File: config.mk
export PLATFORM = sky130hd
export DESIGN_NAME = rf_write_scheduler_flat
export DESIGN_NICKNAME = d
export VERILOG_FILES = /design/src/rtl/rf_write_scheduler_if.sv /design/src/rtl/rf_write_scheduler.sv /design/src/flat_wrapper.sv
export SDC_FILE = /design/constraint.sdc
export NUM_CORES = 1
export LEC_CHECK = 0
export ABC_AREA = 1
export BUFFER_PORTS_ARGS = -buffer_cell sky130_fd_sc_hd__buf_2
export CORE_ASPECT_RATIO = 0.9
export CORE_UTILIZATION = 55
export CTS_CLUSTER_DIAMETER = 30
export DETAILED_ROUTE_END_ITERATION = 12
export PLACE_DENSITY = 0.85
export SLEW_MARGIN = 20
export SYNTH_ARGS = -nofsm -noshare
export SYNTH_HDL_FRONTEND = slang
export SYNTH_SLANG_ARGS = --single-unit
File: constraint.sdc
create_clock -name clk -period 5.6 [get_ports clk]
set_clock_uncertainty 0.15 [all_clocks]
set_input_delay 0.28 -clock clk [delete_from_list [all_inputs] [get_ports clk]]
set_output_delay 0.28 -clock clk [all_outputs]
set_load 0.005 [all_outputs]
File: src/rtl/rf_write_scheduler_if.sv
// Writeback, operand-read and register-file port bundle for rf_write_scheduler.
// master = datapath/register-file side, slave = the scheduler.
interface rf_write_scheduler_if #(
    parameter int DATA_W = 32
);
    logic              wr_valid;
    logic              wr_ready;
    logic [1:0]        wr_dst;
    logic [4:0]        wr_reg;
    logic [DATA_W-1:0] wr_data;

    logic              rd_valid;
    logic [4:0]        rd_rs;
    logic [4:0]        rd_rt;
    logic              rd_grant;
    logic [DATA_W-1:0] rd_data1;
    logic [DATA_W-1:0] rd_data2;

    logic [4:0]        rf_rs;
    logic [4:0]        rf_rt;
    logic [1:0]        rf_RegDst;
    logic              rf_RegWrite;
    logic [DATA_W-1:0] rf_WriteData;
    logic [DATA_W-1:0] rf_readData1;
    logic [DATA_W-1:0] rf_readData2;

    logic [2:0]        wb_count;

    modport master (
        output wr_valid, wr_dst, wr_reg, wr_data,
        output rd_valid, rd_rs, rd_rt,
        output rf_readData1, rf_readData2,
        input  wr_ready, rd_grant, rd_data1, rd_data2,
        input  rf_rs, rf_rt, rf_RegDst, rf_RegWrite, rf_WriteData,
        input  wb_count
    );

    modport slave (
        input  wr_valid, wr_dst, wr_reg, wr_data,
        input  rd_valid, rd_rs, rd_rt,
        input  rf_readData1, rf_readData2,
        output wr_ready, rd_grant, rd_data1, rd_data2,
        output rf_rs, rf_rt, rf_RegDst, rf_RegWrite, rf_WriteData,
        output wb_count
    );
endinterface

File: src/rtl/rf_write_scheduler.sv
// Buffers writebacks in a DEPTH-entry FIFO and drains one per cycle into the register file write port.
// Reads own the port when hazard-free; a request into an empty FIFO commits one edge after accept; wr_ready drops when full.
module rf_write_scheduler #(
    parameter int DEPTH  = 4,
    parameter int DATA_W = 32
) (
    input  logic               clk,
    input  logic               rst,
    rf_write_scheduler_if.slave bus
);
    localparam int PW = (DEPTH > 1) ? $clog2(DEPTH) : 1;

    typedef struct packed {
        logic [4:0]        idx;
        logic [DATA_W-1:0] dat;
    } wb_entry_t;

    wb_entry_t          mem [DEPTH];
    logic [DEPTH-1:0]   ent_vld;
    logic [PW-1:0]      head;
    logic [PW-1:0]      tail;
    logic [2:0]         count;

    logic [4:0]         push_idx;
    logic               push;
    logic               pop;
    logic               fifo_empty;
    logic               haz_rs;
    logic               haz_rt;
    logic               haz;
    logic               read_win;
    wb_entry_t          head_ent;

    assign fifo_empty   = (count == 3'd0);
    assign bus.wr_ready = (count < 3'(DEPTH));
    assign bus.wb_count = count;
    assign head_ent     = mem[head];

    // $ra writes ignore wr_reg; dst 11 and $zero are accepted but never stored
    assign push_idx = (bus.wr_dst == 2'b10) ? 5'd31 : bus.wr_reg;
    assign push     = !rst && bus.wr_valid && bus.wr_ready
                      && (bus.wr_dst != 2'b11) && (push_idx != 5'd0);

    always_comb begin
        haz_rs = 1'b0;
        haz_rt = 1'b0;
        for (int i = 0; i < DEPTH; i++) begin
            if (ent_vld[PW'(i)]) begin
                if (mem[PW'(i)].idx == bus.rd_rs) haz_rs = 1'b1;
                if (mem[PW'(i)].idx == bus.rd_rt) haz_rt = 1'b1;
            end
        end
        if (push && (push_idx == bus.rd_rs)) haz_rs = 1'b1;
        if (push && (push_idx == bus.rd_rt)) haz_rt = 1'b1;
    end

    assign haz      = bus.rd_valid && (((bus.rd_rs != 5'd0) && haz_rs)
                                    || ((bus.rd_rt != 5'd0) && haz_rt));
    assign read_win = bus.rd_valid && !haz;
    // Reset blocks the drain so entries pending at reset never reach the register file
    assign pop      = !rst && !read_win && !fifo_empty;

    always_comb begin
        bus.rd_grant     = read_win;
        bus.rf_RegWrite  = pop;
        bus.rf_rs        = bus.rd_rs;
        bus.rf_rt        = bus.rd_rt;
        bus.rf_WriteData = head_ent.dat;
        if (pop) begin
            bus.rf_rs = head_ent.idx;
            bus.rf_rt = 5'd0;
        end
    end

    assign bus.rf_RegDst = 2'b00;
    assign bus.rd_data1  = bus.rf_readData1;
    assign bus.rd_data2  = bus.rf_readData2;

    always_ff @(posedge clk) begin
        if (push) begin
            mem[tail] <= '{idx: push_idx, dat: bus.wr_data};
        end
    end

    always_ff @(posedge clk) begin
        if (rst) begin
            head    <= '0;
            tail    <= '0;
            count   <= 3'd0;
            ent_vld <= '0;
        end else begin
            // push and pop never share a slot: push needs count < DEPTH, pop needs count > 0
            if (push) begin
                ent_vld[tail] <= 1'b1;
                tail          <= tail + 1'b1;
            end
            if (pop) begin
                ent_vld[head] <= 1'b0;
                head          <= head + 1'b1;
            end
            count <= count + 3'(push) - 3'(pop);
        end
    end
endmodule
File: src/flat_wrapper.sv
// flat-port wrapper written by rule: the top's interface ports become plain ports
module rf_write_scheduler_flat 
#(
    parameter int DEPTH  = 4,
    parameter int DATA_W = 32
)
  (clk, rst, bus_wr_valid, bus_wr_dst, bus_wr_reg, bus_wr_data, bus_rd_valid, bus_rd_rs, bus_rd_rt, bus_rf_readData1, bus_rf_readData2, bus_wr_ready, bus_rd_grant, bus_rd_data1, bus_rd_data2, bus_rf_rs, bus_rf_rt, bus_rf_RegDst, bus_rf_RegWrite, bus_rf_WriteData, bus_wb_count);
  rf_write_scheduler_if #(.DATA_W(DATA_W)) bus_i ();
  input  logic clk;
  input  logic rst;
  input wire logic [$bits(bus_i.wr_valid)-1:0] bus_wr_valid;
  input wire logic [$bits(bus_i.wr_dst)-1:0] bus_wr_dst;
  input wire logic [$bits(bus_i.wr_reg)-1:0] bus_wr_reg;
  input wire logic [$bits(bus_i.wr_data)-1:0] bus_wr_data;
  input wire logic [$bits(bus_i.rd_valid)-1:0] bus_rd_valid;
  input wire logic [$bits(bus_i.rd_rs)-1:0] bus_rd_rs;
  input wire logic [$bits(bus_i.rd_rt)-1:0] bus_rd_rt;
  input wire logic [$bits(bus_i.rf_readData1)-1:0] bus_rf_readData1;
  input wire logic [$bits(bus_i.rf_readData2)-1:0] bus_rf_readData2;
  output wire logic [$bits(bus_i.wr_ready)-1:0] bus_wr_ready;
  output wire logic [$bits(bus_i.rd_grant)-1:0] bus_rd_grant;
  output wire logic [$bits(bus_i.rd_data1)-1:0] bus_rd_data1;
  output wire logic [$bits(bus_i.rd_data2)-1:0] bus_rd_data2;
  output wire logic [$bits(bus_i.rf_rs)-1:0] bus_rf_rs;
  output wire logic [$bits(bus_i.rf_rt)-1:0] bus_rf_rt;
  output wire logic [$bits(bus_i.rf_RegDst)-1:0] bus_rf_RegDst;
  output wire logic [$bits(bus_i.rf_RegWrite)-1:0] bus_rf_RegWrite;
  output wire logic [$bits(bus_i.rf_WriteData)-1:0] bus_rf_WriteData;
  output wire logic [$bits(bus_i.wb_count)-1:0] bus_wb_count;
  assign bus_i.wr_valid = bus_wr_valid;
  assign bus_i.wr_dst = bus_wr_dst;
  assign bus_i.wr_reg = bus_wr_reg;
  assign bus_i.wr_data = bus_wr_data;
  assign bus_i.rd_valid = bus_rd_valid;
  assign bus_i.rd_rs = bus_rd_rs;
  assign bus_i.rd_rt = bus_rd_rt;
  assign bus_i.rf_readData1 = bus_rf_readData1;
  assign bus_i.rf_readData2 = bus_rf_readData2;
  assign bus_wr_ready = bus_i.wr_ready;
  assign bus_rd_grant = bus_i.rd_grant;
  assign bus_rd_data1 = bus_i.rd_data1;
  assign bus_rd_data2 = bus_i.rd_data2;
  assign bus_rf_rs = bus_i.rf_rs;
  assign bus_rf_rt = bus_i.rf_rt;
  assign bus_rf_RegDst = bus_i.rf_RegDst;
  assign bus_rf_RegWrite = bus_i.rf_RegWrite;
  assign bus_rf_WriteData = bus_i.rf_WriteData;
  assign bus_wb_count = bus_i.wb_count;
  rf_write_scheduler #(.DEPTH(DEPTH), .DATA_W(DATA_W)) u_core (.clk(clk), .rst(rst), .bus(bus_i));
endmodule
==> results of run 1 <==
area by class of cell:
type / instances / area, µm² / area share
clock buffers: 17 / 425 / 0.0511
clock inverters: 14 / 131 / 0.0158
inverters: 50 / 190 / 0.0228
multi-input cells: 377 / 1820 / 0.219
flip-flops and latches: 159 / 4670 / 0.560
well taps: 164 / 205 / 0.0246
repair buffers: 141 / 891 / 0.107
worst max-delay path, cell delays in order:
cell           delay, ps
dlygate4sd3_1        540
buf_2                200
inv_4                 70
nand2_2               50
nor2_1                40
nand2_1              480
nor2_1                80
nand3_1               90
nand2_1               50
nand2_1               60
nand3_2              220
nand2_2              220
inv_2                110
ha_1                 280
inv_1                 40
ha_1                 180
fa_1                 390
or2_2                310
a21oi_1              110
repair_timing:
item / in CTS / in global routing
hold endpoints to repair: 131 / 0
hold buffers: 33 / 0
setup buffers: 0 / 0
state kept, by name, summed over array words and instances, names as in the netlist, named ones only:
register and cells:
u_core.head 2, u_core.bus.wb_count 3, u_core.tail 2, u_core.mem 148
u_core.ent_vld 2
synthesized netlist by cell type:
cell type    n
a21oi_1     19
fa_1         1
o21ai_1      2
inv_1       39
edfxtp_1   148
a31oi_1      1
conb_1       1
inv_2       10
ha_1         8
inv_4        1
nor3_1       2
nand2_1     94
xor2_1       2
buf_1        4
nor2_1     100
buf_2        1
dfxtp_1     11
o22ai_1     32
clkbuf_1    18
nand3_2      2
nand2_2      5
o21a_1       2
buf_4       66
nand3_1     25
or2_2        1
buf_6        4
o21ai_0     78
nor2_4       1
cells by family (layout without fill, tap and decap cells):
logic type                 Yosys count  after routing
and+or+nand+nor                    230            230
buffers and inverters              143            222
other                                1              2
xor gates and xnor gates             2              2
adders and majority gates            9              9
AOI/OAI and AO/OA                  134            134
DFF                                159            159
per-stage QoR:
| stage | std cells | hold WS (ps) | setup WS [ps] |
|---|---|---|---|
| floorplan | 679 | 229 | 2630 |
| global placement | 858 | 338 | 2190 |
| detailed placement | 858 | 346 | 2060 |
| CTS | 922 | 75.9 | 2050 |
| global route | 922 | 113 | 1790 |
| finish | 922 | 116 | 1990 |
worst max path at each step:
| stage | start | endpoint | slack (ps) | cells past startpoint |
|---|---|---|---|---|
| after floorplan | rst | u_core.mem[0][0] | 2630 | 7 |
| after global placement | bus_wr_reg[4] | u_core.bus.wb_count[2] | 2190 | 19 |
| after detailed placement | bus_wr_reg[4] | u_core.bus.wb_count[2] | 2060 | 19 |
| after CTS | rst | u_core.bus.wb_count[2] | 2050 | 19 |
| after global routing | rst | u_core.bus.wb_count[2] | 1790 | 19 |
| final | rst | u_core.bus.wb_count[2] | 1990 | 19 |
report_power, final:
group          internal [mW]  switching [mW]  total (mW)
logic                  0.286           0.518       0.804
clock network          0.617           0.474        1.09
registers               1.36          0.0232        1.38
total                   2.26            1.02        3.28
layout by cell type (no fill, tap or decap), types with 5 or more instances in the layout:
| cell | count |
|---|---|
| buf_2 | 100 |
| nand2_2 | 5 |
| nand2_1 | 94 |
| inv_6 | 6 |
| a21oi_1 | 19 |
| inv_1 | 38 |
| o21ai_0 | 78 |
| dfxtp_1 | 10 |
| nor2_4 | 5 |
| ha_1 | 8 |
| clkbuf_16 | 17 |
| dlygate4sd3_1 | 33 |
| buf_4 | 8 |
| edfxtp_1 | 148 |
| nand3_1 | 25 |
| nor2_1 | 96 |
| o22ai_1 | 32 |
| inv_2 | 11 |
routing by layer:
metal | part of all wire | vias to the layer above
li1 | - | 2395
met1 | 0.35 | 2433
met2 | 0.51 | 282
met3 | 0.11 | 42
met4 | 0.040 | 0
met5 | 0 | -
==> results.ini, run 1 <==
[outcome]
outcome=completed

[timing]
slew_viol_final=0
setup_viol_count_final=0
rsz0062_at_grt=no
slew_headroom=0.357
period_minus_slack_ps=3610
finalHoldViolCount=0
tns_ps=0
clock.fmax_ghz=0.277
worst_slew_pin_slew_ps=960
period_share=0.645

[worst_hold_path]
min_from=bus_wr_reg[0]
hold_depth=3
min_path_type=in2reg
hold_path_end=u_core.mem[0][32]

[global_routing]
antenna_found_initial=0
met1_usage=0.319
grt_pass1_vias=5088
grt_pass1_wl_mm=28.7
grtUsageMet2=0.493
use_met3=0.102
grt_max_degree=71
grt.busiest_layer=met2
gr-total-overflow=0
grt_usage=0.292

[worst_setup_path]
crit_fanout=11
worstPathRequired_ps=5800
cp.arrival_ps=3820
rrSetupSlack_ps=2170
worstReg2RegEnd=u_core.bus.wb_count[2]
end_kind=flop
worstReg2RegStart=u_core.bus.wb_count[2]
cp-start-kind=input port
critical_path_class=in2reg
reg2reg_depth=17

[synth]
ys.warnings.count=0
yosysSeqAreaShare=0.641
synth_top_family_by_area=simple AND/OR/NAND/NOR gates
syn_avg_cell_area_um2=10.7
synth_top_cell_by_area=edfxtp_1
muxShareOfSynthArea=0
yosys.area_share.simple=0.128
synth_area_um2=7270
synthCells=678
synth_compound_area_frac=0.0986
synth_xor_area_frac=0.00241
synth_top_area_frac=0.611
ys_ff_latch=159
synth_area_leaders=edfxtp_1 61%, buf_4 6.8%, o21ai_0 5.4%
synth_fa_ha_area_frac=0.0165
ys_types=28

[job]
maxCapViolCount=0

[route]
drt_pass1_iterations=5
via_per_inst=5.59
antenna_left=0
wirelength_mm=19.5
drtIter0Drc=428
drcViolationCount=0
wl_per_cell_um=21.1
vias=5152

[clocking]
clkLatencyLatePin_ps=420
root_buffer=clkbuf_16
h-tree-depth=4
clock_path_buffers=2
cts.clk_slew.worst_paths_ps=60
numCtsBuffers=17
cts-resized-gates=0
cts.sinks=159
cts_tree=done

[layout]
insertedDiodeCount=0
nFillCells=962
final_area_um2=8330
syn_to_final_growth_pct=14.6
drive_gt1_frac=0.215
final_util=0.652
nNetsFinal=872

[placed_design]
portBuffers=100
hpwl_mm=13.1
finalWeightedCongestion=0.965
place_area_um2=7450

[power_and_ir_drop]
total_leakage_power_nw=3.32
ir_worst_vdd_v=0.000259
power_mw=3.28
power_density_nw_per_um2=393

[die]
start_util=0.569
die_area_um2=13700
ios=231
dieWidth_um=123
coreArea_um2=12800
dieHeight_um=111
fp-row-count=39

Power figures use the tool's default switching activity.
==> run 2, diff against run 1 <==
- ABC_AREA: 1 -> 0
- CORE_UTILIZATION: 55 -> 51
- PLACE_DENSITY: 0.85 -> 0.8
- clock period: 5.6 -> 3.5 ns (I/O delays scaled with it)
==> run 2 against run 1 <==
Sequential share of layout area increased by 1.2 points. Synthesized area fell by 2.5%. Largest cell class unchanged. Sequential power is 62% higher. Register-to-register slack got worse by 1700 ps. Clock power rose by 51%. First-iteration DRC count down 44%. Non-clock buffer count unchanged. Core utilization fell by 4.6 points. Worst setup slack lost 1700 ps. Power increased by 45%.
==> results.ini, run 2 <==
[outcome]
outcome=completed

[clocking]
clock_path_buffers=2  ; unchanged
post-cts-setup-buffers=0  ; unchanged
cts.sinks=159  ; unchanged
clkLatencyLatePin_ps=420  ; about the same
h-tree-depth=4  ; unchanged
cts.clk_slew.worst_paths_ps=60  ; about the same
cts_tree=done
numCtsBuffers=17  ; unchanged
root_buffer=clkbuf_16

[layout]
multiInputGateArea_um2=1800  ; -1.6%
mostFrequentLayoutCell=edfxtp_1
nFillCells=983  ; +2.2%
syn_to_final_growth_pct=15.0
nNetsFinal=615  ; -29%
insertedDiodeCount=0  ; unchanged
seqCellArea_um2=4670  ; about the same
layout_common_cells=148 x edfxtp_1, 100 x buf_2, 37 x mux4_2
drive_gt1_frac=0.399  ; +0.184
final_area_um2=8160  ; -2.1%
largest_register=u_core.mem
largest_register_ffs=148  ; unchanged

[synth]
synth_flop_cell=edfxtp_1
synth_area_um2=7090  ; -2.5%
synth_area_leaders=edfxtp_1 63%, mux4_2 12%, buf_4 7.1%
synth_top_cell_by_area=edfxtp_1
ys.warnings.count=0  ; unchanged
ys_types=45  ; +61%
yosysSeqAreaShare=0.658  ; +0.0165
ys_ff_latch=159  ; unchanged
synthMostInstantiatedCell=edfxtp_1
synth_top_area_frac=0.627  ; +0.0157
synth_edf_count=148  ; unchanged
syn_avg_cell_area_um2=17.2  ; +60%
synthCells=413  ; -39%
ys_async_sr_fraction=0  ; unchanged
synthTopCellsByCount=148 x edfxtp_1, 67 x buf_4, 37 x mux4_2

[worst_hold_path]
min_path_type=in2reg

[global_routing]
grt_pass1_wl_mm=23.6  ; -18%
gr-total-overflow=0  ; unchanged
grt_usage=0.234  ; -0.0577
grt_max_degree=38  ; -46%
antenna_found_initial=0  ; unchanged
grt_pass1_vias=3774  ; -26%

[worst_setup_path]
cp.arrival_ps=3360  ; -460 ps
worstPathRequired_ps=3660  ; -2140 ps
cp-start-kind=input port
crit_path_top_delay_cell=dlygate4sd3_1
crit_fanout=8  ; -3
critical_path_class=in2reg
path_cells=dlygate4sd3_1 -> buf_2 -> inv_1 -> nand4_1 -> a21oi_2 -> or4b_4 -> a21oi_4 -> o21ai_4 -> inv_1 -> ha_1 -> inv_1 -> ha_1 -> fa_1 -> xnor2_1 -> xnor2_1 -> nor2_1
cp_slowest_stage_delay_ps=530  ; about the same
cp_common_cell=inv_1
critPathTopFamily=buffers and inverters
critPathBufInv=5  ; unchanged
end_kind=flop

[timing]
period_minus_slack_ps=3200
finalHoldViolCount=0  ; unchanged
rsz0062_at_grt=no
clock.fmax_ghz=0.313
slew_viol_final=0  ; unchanged
slew_headroom=0.592  ; +0.235
whs_ps=56.7  ; -58.9 ps
setup_viol_count_final=0  ; unchanged
period_share=0.914
tns_ps=0  ; unchanged
worst_slew_pin_slew_ps=612  ; -348 ps

[power_and_ir_drop]
p_clk_frac=0.348  ; +0.015
switchingPower_mw=1.15  ; +13%
pwr-share-seq=0.472  ; +0.050
power_density_nw_per_um2=582  ; +48%
ir_worst_vdd_v=0.000446  ; +72%
power_mw=4.75  ; +45%
p_int_mw=3.60  ; +59%
total_leakage_power_nw=2.87  ; -13%
switching_share=0.242  ; -0.0675
power_frac_comb=0.180  ; -0.065

[route]
drt_pass1_iterations=4  ; -1
via_per_inst=5.55  ; -0.68%
drcViolationCount=0  ; unchanged
wl_per_cell_um=24.4  ; +15%
wirelength_mm=16.3  ; -16%
antenna_left=0  ; unchanged
drtIter0Drc=238  ; -44%
vias=3713  ; -28%

[die]
start_util=0.527  ; -0.0422
coreArea_um2=13500  ; +5.3%
dieHeight_um=114  ; +2.5%
dieWidth_um=126  ; +2.5%
fp-row-count=40  ; +2.6%
die_area_um2=14400  ; +5.0%
ios=231  ; unchanged

[placed_design]
finalWeightedCongestion=0.851  ; -12%
hpwl_mm=10.9  ; -17%
place_area_um2=7300  ; -2.0%
portBuffers=100  ; unchanged

[job]
maxCapViolCount=0  ; unchanged

==> run 2: cell count changes in the layout (fill, tap and decap cells not counted), moves of 6 or more <==
| cell | before | now |
|---|---|---|
| a21oi_1 | 19 | 0 |
| and2_2 | 0 | 9 |
| inv_1 | 38 | 14 |
| inv_2 | 11 | 0 |
| mux2_2 | 0 | 6 |
| mux4_2 | 0 | 37 |
| nand2_1 | 94 | 7 |
| nand3_1 | 25 | 0 |
| nor2_1 | 96 | 8 |
| o21ai_0 | 78 | 3 |
| o22ai_1 | 32 | 1 |
| xnor2_1 | 0 | 16 |
| xor2_1 | 2 | 13 |
==> run 2: logic make-up (layout without fill, tap and decap cells) <==
logic type,Yosys count,after routing,synth area share
buf+inv,99,186,0.0902
xor+xnor,29,29,0.0358
flops,159,159,0.658
fa+ha+maj,9,9,0.0169
mux,46,46,0.131
other cells,1,2,0.000529
simple gates,52,52,0.0455
compound gates,18,18,0.0219
==> run 2: path summary, 6_finish.rpt <==
| kind | slack [ps] | end | start | cells after the start |
|---|---|---|---|---|
| setup reg to reg | 490 | u_core.bus.wb_count[2] | u_core.mem[0][34] | 14 |
| hold reg to reg | 350 | flop | u_core.head[0] | 1 |
| hold / removal | 60 | u_core.mem[2][35] | bus_wr_reg[3] | 2 |
| setup / recovery | 300 | u_core.bus.wb_count[2] | rst | 16 |
==> run 2: power by group through the flow <==
stage,clock [mW],sequential [mW],combinational [mW]
after floorplan,0,2.22,0.624
after global placement,0,2.28,0.820
after detailed placement,0,2.29,0.829
after CTS,1.68,2.25,0.866
after global routing,1.77,2.26,0.932
final,1.65,2.24,0.853
==> run 2: area by class of cell <==
| cell class | instances | area share |
|---|---|---|
| timing repair buffer | 141 | 0.111 |
| multi-input combinational | 156 | 0.220 |
| inverter | 14 | 0.00644 |
| sequential | 159 | 0.572 |
| clock buffer | 18 | 0.0526 |
| clock inverter | 13 | 0.0121 |
| tap | 168 | 0.0258 |
==> run 2: layer usage <==
layer  GRT usage  part of all wire  vias to the layer above
li1            -                 -                     1654
met1       0.256              0.35                     1842
met2       0.387              0.51                      185
met3       0.101              0.11                       32
met4       0.125             0.032                        0
met5     0.00692                 0                        -
==> run 2: timing repair <==
item | 4_1_cts | 5_1_grt
hold buffers | 33 | 0
endpoints found under the hold margin | 133 | 0
endpoints found under the setup margin | 0 | 0
resized for setup | 0 | 0
==> run 2: per-stage QoR <==
step | std cells | setup slack, ps | utilization
finish | 669 | 300 | 0.606
global route | 669 | 125 | 0.606
CTS | 669 | 332 | 0.606
detailed placement | 605 | 156 | 0.542
global placement | 605 | 213 | 0.542
floorplan | 414 | 211 | -
==> run 3, diff against run 2 <==
- ABC_CLOCK_PERIOD_IN_PS: default -> 3900
- CORE_UTILIZATION: 51 -> 55
- PLACE_DENSITY: 0.8 -> 0.86
- clock period: 3.5 -> 3.9 ns (I/O delays scaled with it)
==> run 3 against run 2 <==
Count of clock-buffer cells in the layout increased by 3. Die area shrank 7.2%. Core utilization increased by 6.3 points. Combinational power is 11% lower. Flip-flop and latch count stayed put. Clock power is 8% higher. Largest power group unchanged. Worst setup slack improved by 20 ps.
==> results.ini, run 3 (same netlist as run 2, synthesis figures left out) <==
[outcome]
outcome=completed

[worst_setup_path]
critical_path_class=in2reg
reg2reg_depth=14  ; unchanged
crit_fanout=16  ; +8
worstReg2RegStart=u_core.bus.wb_count[2]
end_kind=flop
worstReg2RegEnd=u_core.bus.wb_count[2]
cp.arrival_ps=3740  ; +380 ps
rrSetupSlack_ps=530  ; +40 ps
cp-start-kind=input port
worstPathRequired_ps=4060  ; +400 ps

[clocking]
h-tree-depth=4  ; unchanged
cts.clk_slew.worst_paths_ps=60  ; about the same
cts.sinks=159  ; unchanged
cts_tree=done
cts-resized-gates=0  ; unchanged
root_buffer=clkbuf_16
clock_path_buffers=2  ; unchanged
numCtsBuffers=17  ; unchanged
post-cts-setup-buffers=0  ; unchanged
clkLatencyLatePin_ps=420  ; about the same

[global_routing]
grt_pass1_vias=3944  ; +4.5%
grt_max_degree=38  ; unchanged
antenna_found_initial=0  ; unchanged
grt_pass1_wl_mm=24.3  ; +3.3%
gr-total-overflow=0  ; unchanged
grt_usage=0.265  ; +0.0314

[die]
dieWidth_um=122  ; -3.6%
start_util=0.576  ; +0.0491
coreArea_um2=12300  ; -8.5%
ios=231  ; unchanged
fp-row-count=38  ; -5.0%
die_area_um2=13400  ; -7.2%
dieHeight_um=110  ; -3.6%

[route]
via_per_inst=5.73  ; +3.3%
wl_per_cell_um=25.9  ; +6.5%
wl_met2_mm=9.17  ; +9.5%
met3_length_mm=2.01  ; +17%
antenna_left=0  ; unchanged
drt_pass1_iterations=5  ; +1
wirelength_mm=17.1  ; +5.2%
vias=3788  ; +2.0%
drcViolationCount=0  ; unchanged
drtIter0Drc=344  ; +45%
met1_length_mm=5.75  ; +1.4%
maxUsedRoutingLayer=met4

[power_and_ir_drop]
p_clk_frac=0.393  ; +0.045
total_leakage_power_nw=2.91  ; +1.4%
power_density_nw_per_um2=555  ; -4.7%
switchingPower_mw=1.07  ; -7.1%
pwr-share-seq=0.442  ; -0.030
switching_share=0.234  ; -0.00833
power_mw=4.57  ; -3.7%
p_int_mw=3.50  ; -2.7%
ir_worst_vdd_v=0.000569  ; +28%
power_frac_comb=0.166  ; -0.014

[layout]
drive_gt1_frac=0.401  ; +0.00200
nFillCells=811  ; -17%
mostFrequentLayoutCell=edfxtp_1
fin_cells=661  ; -1.2%
layout_common_cells=148 x edfxtp_1, 100 x buf_2, 37 x mux4_2
syn_to_final_growth_pct=16.2
insertedDiodeCount=0  ; unchanged
largest_register=u_core.mem
nNetsFinal=614  ; -0.16%
largest_register_ffs=148  ; unchanged

[timing]
finalHoldViolCount=0  ; unchanged
tns_ps=0  ; unchanged
rsz0062_at_grt=no
period_minus_slack_ps=3580
clock.fmax_ghz=0.279
slew_headroom=0.315  ; -0.277
slew_viol_final=0  ; unchanged
setup_viol_count_final=0  ; unchanged
period_share=0.918
worst_slew_pin_slew_ps=1030  ; +415 ps

[worst_hold_path]
min_path_type=in2reg
hold_depth=2  ; unchanged
hold_path_end=u_core.mem[1][35]
min_from=bus_wr_reg[3]

[placed_design]
placed_cells=596  ; -1.5%
hpwl_mm=11.7  ; +7.0%
finalWeightedCongestion=0.927  ; +8.9%
portBuffers=100  ; unchanged

[job]
maxCapViolCount=0  ; unchanged

[run 3: changes by cell type in the layout (fill, tap and decap cells not counted)]
cell	previous run	this run
buf_12	1	0
bufinv_16	1	5
clkbuf_1	1	4
clkinv_1	4	0
clkinv_2	4	0
clkinv_4	2	1
inv_6	1	4
[run 3: worst max path at each step]
stage                        from                      to  depth (start not counted)
floorplan            bus_rd_rs[4]  u_core.bus.wb_count[2]                         16
global placement    bus_wr_dst[1]  u_core.bus.wb_count[2]                         15
detailed placement  bus_wr_dst[1]  u_core.bus.wb_count[2]                         15
CTS                           rst  u_core.bus.wb_count[2]                         16
global route                  rst  u_core.bus.wb_count[2]                         16
finish                        rst  u_core.bus.wb_count[2]                         16
[run 3: per-stage QoR]
step | hold slack [ps] | instance area [µm²] | worst slack [ps] | util
6_report | 65.4 | 8240 | 320 | 0.669
5_1_grt | 71.8 | 8240 | 169 | 0.669
4_1_cts | 40.1 | 8240 | 362 | 0.669
3_5_place_dp | 240 | 7270 | 325 | 0.590
3_3_place_gp | 240 | 7270 | 502 | 0.590
2_1_floorplan | 117 | 7090 | 591 | -
[run 3: layer usage]
| metal | vias to the layer above | GRT usage |
|---|---|---|
| met5 | - | 0 |
| met4 | 0 | 0.0917 |
| met3 | 20 | 0.112 |
| met2 | 212 | 0.472 |
| met1 | 1902 | 0.284 |
| li1 | 1654 | - |
[run 3: timing repair]
action	4_1_cts	5_1_grt
endpoints found under the hold margin	133	0
hold buffers	33	0
endpoints found under the setup margin	0	0
[run 3: power groups by stage]
stage | Combinational (mW) | Sequential (mW) | Clock (mW)
final | 0.757 | 2.02 | 1.79
after global routing | 0.820 | 2.03 | 1.87
after CTS | 0.762 | 2.02 | 1.80
after detailed placement | 0.731 | 2.06 | 0
after global placement | 0.713 | 2.05 | 0
after floorplan | 0.560 | 1.99 | 0
[run 3: layout make-up]
cell class	instances	area [µm²]	area share
Clock buffer	21	440	0.0534
Multi-Input combinational cell	156	1800	0.218
Clock inverter	11	201	0.0244
Inverter	14	52.6	0.00638
Timing Repair Buffer	140	883	0.107
Sequential cell	159	4670	0.566
Tap cell	160	200	0.0243
[run 3: worst max-delay path, cell delays in order]
cell and delay [ps]:
dlygate4sd3_1 530, buf_2 170, inv_1 150, nand4_1 140, a21oi_2 380, or4b_4 540
a21oi_4 200, o21ai_4 160, inv_1 120, ha_1 120, inv_1 40, ha_1 180
fa_1 380, xnor2_1 210, xnor2_1 160, nor2_1 50
